--- config.mk ---
export PLATFORM = sky130hd
export DESIGN_NAME = conv_mac_engine
export DESIGN_NICKNAME = d
export VERILOG_FILES = /design/src/rtl/conv_mac_engine.sv
export SDC_FILE = /design/constraint.sdc
export NUM_CORES = 1
export LEC_CHECK = 0
export ABC_AREA = 1
export CAP_MARGIN = 20
export CORE_ASPECT_RATIO = 0.6
export CORE_MARGIN = 2
export CORE_UTILIZATION = 48
export DETAILED_ROUTE_END_ITERATION = 8
export HOLD_SLACK_MARGIN = 0.06
export PLACE_DENSITY = 0.79
export SYNTH_ARGS = -nofsm -noshare
export SYNTH_HDL_FRONTEND = slang
export SYNTH_SLANG_ARGS = --single-unit
--- constraint.sdc ---
create_clock -name clk -period 5.67 [get_ports clk]
set_input_delay 1.134 -clock clk [delete_from_list [all_inputs] [get_ports clk]]
set_output_delay 1.134 -clock clk [all_outputs]
set_load 0.02 [all_outputs]
--- src/rtl/conv_mac_engine.sv ---
// 3x3 valid convolution over a 4x4 unsigned image, one multiply-accumulate per cycle.
// Operands are snapshotted on launch; the four 2x2 results are written as each 9-term sum completes.
module conv_mac_engine #(
    parameter int DATA_W = 8,
    parameter int ACC_W  = 20
) (
    input  logic              clk,
    input  logic              rst,
    input  logic              start,
    input  logic [DATA_W-1:0] input_data0,
    input  logic [DATA_W-1:0] input_data1,
    input  logic [DATA_W-1:0] input_data2,
    input  logic [DATA_W-1:0] input_data3,
    input  logic [DATA_W-1:0] input_data4,
    input  logic [DATA_W-1:0] input_data5,
    input  logic [DATA_W-1:0] input_data6,
    input  logic [DATA_W-1:0] input_data7,
    input  logic [DATA_W-1:0] input_data8,
    input  logic [DATA_W-1:0] input_data9,
    input  logic [DATA_W-1:0] input_data10,
    input  logic [DATA_W-1:0] input_data11,
    input  logic [DATA_W-1:0] input_data12,
    input  logic [DATA_W-1:0] input_data13,
    input  logic [DATA_W-1:0] input_data14,
    input  logic [DATA_W-1:0] input_data15,
    input  logic [DATA_W-1:0] filter_data0,
    input  logic [DATA_W-1:0] filter_data1,
    input  logic [DATA_W-1:0] filter_data2,
    input  logic [DATA_W-1:0] filter_data3,
    input  logic [DATA_W-1:0] filter_data4,
    input  logic [DATA_W-1:0] filter_data5,
    input  logic [DATA_W-1:0] filter_data6,
    input  logic [DATA_W-1:0] filter_data7,
    input  logic [DATA_W-1:0] filter_data8,
    output logic              busy,
    output logic              done,
    output logic [ACC_W-1:0]  out0,
    output logic [ACC_W-1:0]  out1,
    output logic [ACC_W-1:0]  out2,
    output logic [ACC_W-1:0]  out3
);

    typedef enum logic [1:0] {S_IDLE, S_MAC, S_DONE} state_t;

    state_t              state_q, state_d;
    logic [DATA_W-1:0]   img_q [16];
    logic [DATA_W-1:0]   img_d [16];
    logic [DATA_W-1:0]   flt_q [9];
    logic [DATA_W-1:0]   flt_d [9];
    logic [DATA_W-1:0]   img_in [16];
    logic [DATA_W-1:0]   flt_in [9];
    logic [ACC_W-1:0]    out_q [4];
    logic [ACC_W-1:0]    out_d [4];
    logic [ACC_W-1:0]    acc_q, acc_d, acc_sum;
    logic [1:0]          o_q, o_d, kr_q, kr_d, kc_q, kc_d;
    logic [1:0]          row, col;
    logic [3:0]          fidx;
    logic [2*DATA_W-1:0] prod;
    logic                launch, last;

    function automatic logic [ACC_W-1:0] zext_prod(input logic [2*DATA_W-1:0] p);
        return ACC_W'(p);
    endfunction

    always_comb begin
        img_in = '{input_data0, input_data1, input_data2, input_data3,
                   input_data4, input_data5, input_data6, input_data7,
                   input_data8, input_data9, input_data10, input_data11,
                   input_data12, input_data13, input_data14, input_data15};
        flt_in = '{filter_data0, filter_data1, filter_data2, filter_data3, filter_data4,
                   filter_data5, filter_data6, filter_data7, filter_data8};
    end

    // DONE accepts start directly so a held start repeats every 37 cycles.
    assign launch = start && (state_q == S_IDLE || state_q == S_DONE);
    assign last   = (state_q == S_MAC) && (o_q == 2'd3) && (kr_q == 2'd2) && (kc_q == 2'd2);

    always_ff @(posedge clk) begin
        if (rst) state_q <= S_IDLE;
        else     state_q <= state_d;
    end

    always_comb begin
        state_d = state_q;
        case (state_q)
            S_IDLE:  if (start) state_d = S_MAC;
            S_MAC:   if (last)  state_d = S_DONE;
            S_DONE:  state_d = start ? S_MAC : S_IDLE;
            default: state_d = S_IDLE;
        endcase
    end

    always_comb begin
        busy = (state_q == S_MAC);
        done = (state_q == S_DONE);
    end

    // Window element (r + kr, c + kc) where r = o[1], c = o[0].
    always_comb begin
        row     = {1'b0, o_q[1]} + kr_q;
        col     = {1'b0, o_q[0]} + kc_q;
        fidx    = ({2'b00, kr_q} * 4'd3) + {2'b00, kc_q};
        prod    = img_q[{row, col}] * flt_q[fidx];
        acc_sum = ((kr_q == 2'd0 && kc_q == 2'd0) ? '0 : acc_q) + zext_prod(prod);
    end

    always_comb begin
        img_d = img_q;
        flt_d = flt_q;
        out_d = out_q;
        acc_d = acc_q;
        o_d   = o_q;
        kr_d  = kr_q;
        kc_d  = kc_q;
        if (launch) begin
            img_d = img_in;
            flt_d = flt_in;
            acc_d = '0;
            o_d   = '0;
            kr_d  = '0;
            kc_d  = '0;
        end else if (state_q == S_MAC) begin
            acc_d = acc_sum;
            if (kc_q == 2'd2) begin
                kc_d = '0;
                if (kr_q == 2'd2) begin
                    kr_d       = '0;
                    o_d        = o_q + 2'd1;
                    out_d[o_q] = acc_sum;
                end else begin
                    kr_d = kr_q + 2'd1;
                end
            end else begin
                kc_d = kc_q + 2'd1;
            end
        end
    end

    always_ff @(posedge clk) begin
        if (rst) begin
            img_q <= '{default: '0};
            flt_q <= '{default: '0};
            out_q <= '{default: '0};
            acc_q <= '0;
            o_q   <= '0;
            kr_q  <= '0;
            kc_q  <= '0;
        end else begin
            img_q <= img_d;
            flt_q <= flt_d;
            out_q <= out_d;
            acc_q <= acc_d;
            o_q   <= o_d;
            kr_q  <= kr_d;
            kc_q  <= kc_d;
        end
    end

    assign out0 = out_q[0];
    assign out1 = out_q[1];
    assign out2 = out_q[2];
    assign out3 = out_q[3];

endmodule

==> run metrics <==
status complete, but fails checks; violated checks setup timing; slowest CP cell fa_2; proportion of synthesized area in mux cells 0; Clk Latency, worst-skew pair 0.58 ns; pin count of the biggest net entering global routing 202; routed len/inst 17.6 microns; Die H 145 microns; die width 240 microns; Post-synth EDFFs 0; Compound-Gate Fraction of Synth Area 0.132; RR Startpoint kc_q[1]; Initial Util 0.490; Cells after Synth 2261; dpl hpwl 37.1 mm; via/cell ratio 5.32; synth cell count leaders 461 x nand2_1, 323 x inv_1, 308 x dfxtp_1; XOR/XNOR Fraction of Synth Area 0.00603; area share of the largest cell type after synthesis 0.386; H-tree Lvls 1; WP depth 26; initial antenna violation count 1; setup ws final -0.307 ns; adder-cell share of the synthesized area 0.106; flops & latches, synth 308; top_reg_cell synth dfxtp_1; critical path's top delay family adder cells; Hold Path Depth 2; end of the worst register-to-register path out0[10]; first-pass GRT wire length 82.8 mm; fin. max-slew vios 0; Worst VDD drop 0.227 mV; fin util 0.682; nets@finish 2898; hold bufs inserted after CTS 0; Layout Skew 0.0298 ns; Area Growth Syn to Fin 39.1%; min Tclk post-route 5.98 ns; Worst EP arrival 6.44 ns; Buffers on Ports 284; maximum clock rate 167 MHz; HP Start img_q[90]; # setup viols final 70; maxcap violations 0; layout cells sized above 1 0.165; largest family of logic cells by synthesized area simple AND/OR/NAND/NOR gates; Worst Setup Start Kind flip-flop; Syn Nets 2568; Fin. Hold Viols 0; Yosys cell types 37; Tightest Pin Transition 1.07 ns; setup TNS -15.38 ns; die footprint 34800 sq um; crit-path most repeated cell fa_1; Ys Warns 0; routed vias 16268; clk slew on worst S/H paths 0.07 ns; Synth Area in Simple Gates 0.253; Ports 285; synthesized area 16000 sq um; buffer type at the clock tree root clkbuf_16; worst slack at placement -0.476 ns; worst path bufs/invs 9; area of the core 32600 sq um; vias in the first global route 15593; critical path endpoint category flip-flop; First-pass DRT Iterations 7; site row count 51; Hold Crit Class reg2reg; sequential area share after synthesis 0.386; largest area contributor in the netlist dfxtp_1; clock tree buffer depth 3; LEAKAGE 9.99 nW; synth top area cells dfxtp_1 39%, nand2_1 11%, nand3_1 8.7%, inv_1 7.6%, o21ai_0 7.1%; CP required 6.13 ns; Critical Path Start kc_q[1]; post-route ant nets 0; hold path endpoint img_q[90]; PD cells 248 nW/um^2; unrepaired setup endpoints after global routing yes; Num CTS Buffers 28; Slew HR 0.286; worst reg2reg path depth 26; Starting DRT DRC Count 1512; TritonCTS clock tree yes; final worst path period share 1.05; mean post-synth cell area 7.07 sq um; FFs w/ async S/R, synth 0; Total GRT Usage 0.296; R2R setup slack -0.31 ns; drc violations 0; grt total ovfl 0; Routed WL 53.8 mm; critical path type reg2reg; clock sink count 308; CP Max Fanout 5; CP peak stage delay 0.63 ns; most common cell in the synthesized netlist nand2_1; GPL Wtd Cong 0.941
-- metal layers --
layer	wire length, microns	GRT usage	up-vias
met3	4490	0.0624	133
met4	1950	0.0975	0
li1	-	-	7809
met5	0	0	-
met1	24100	0.426	7665
met2	23300	0.443	661
-- sequential cells by signal, indices dropped and copies added (netlist names) --
register  flops
out0         20
out2         20
kr_q          2
kc_q          2
out3         20
out1         20
o_q           2
img_q       128
acc_q        20
flt_q        72
state_q       2
-- how the worst max path moves through the flow --
| stage | to |
|---|---|
| 6_report | out0[10] |
| 5_1_grt | out3[18] |
| 4_1_cts | out3[11] |
| 3_5_place_dp | out3[6] |
| 3_3_place_gp | out0[6] |
| 2_1_floorplan | acc_q[18] |
-- area by class of cell --
cell class              count  area (sq um)
diodes                      1          2.50
clock buffers              38           768
clock inverters            10           139
fillers                  2596         10400
inverters                 337          1300
multi-input cells        1488          9170
flip-flops and latches    308          6170
well taps                 450           563
repair buffers            428          4120
-- logic make-up after synthesis --
logic type | count (synthesis)
compound gates | 404
xor+xnor | 11
buf+inv | 465
flops | 308
simple gates | 969
fa+ha+maj | 104
-- through the flow --
step	hold slack, ns	cell area [sq um]	power, mW	std cells
finish	0.439	22200	5.51	3060
global route	0.463	22200	5.72	3059
CTS	0.444	21600	5.39	3044
detailed placement	0.428	19900	3.35	2978
global placement	0.424	19900	3.33	2978
floorplan	0.414	16100	2.87	2261
-- report_power, final --
| part | internal [mW] | leakage (nW) | total [mW] | switching (mW) |
|---|---|---|---|---|
| registers | 2.27 | 2.52 | 2.31 | 0.0410 |
| clock network | 1.08 | 0.444 | 1.95 | 0.865 |
| logic | 0.535 | 7.03 | 1.26 | 0.721 |
| total | 3.88 | 9.99 | 5.51 | 1.63 |
-- repair_timing --
action	in CTS	in global routing
setup buffers	18	17
setup endpoints to repair	75	79
pin swaps	84	103
resized for setup	164	130
-- cell usage in the layout, fill, tap and decap left out, types with 4 or more instances in the layout --
cell type | Yosys | final
nand2_4 | 4 | 38
clkdlybuf4s50_1 | 0 | 283
nand2_1 | 461 | 388
fa_1 | 52 | 44
buf_4 | 7 | 116
nor2_1 | 212 | 188
a21oi_2 | 0 | 5
inv_1 | 323 | 287
a21oi_4 | 0 | 4
o21ai_0 | 228 | 201
buf_6 | 9 | 16
buf_12 | 0 | 11
clkbuf_1 | 85 | 7
ha_1 | 52 | 34
nand3_2 | 0 | 24
a21oi_1 | 119 | 110
o21ai_4 | 0 | 4
inv_2 | 7 | 36
o21ai_1 | 22 | 39
dfxtp_1 | 308 | 305
fa_2 | 0 | 8
o211ai_1 | 28 | 28
xor2_4 | 0 | 6
clkinv_2 | 0 | 6
o21ai_2 | 0 | 6
inv_4 | 4 | 8
nand3_4 | 0 | 8
clkbuf_16 | 0 | 28
ha_2 | 0 | 4
nand3_1 | 279 | 247
nor2_2 | 1 | 13
ha_4 | 0 | 14
nand2_2 | 1 | 40
nor2_4 | 0 | 12
-- tightest hold or removal path, stage by stage (launching register included) --
cell	delay (ns)
dfxtp_1	0.32
nand2_1	0.05
nand2_1	0.04
Power figures use the tool's default switching activity.
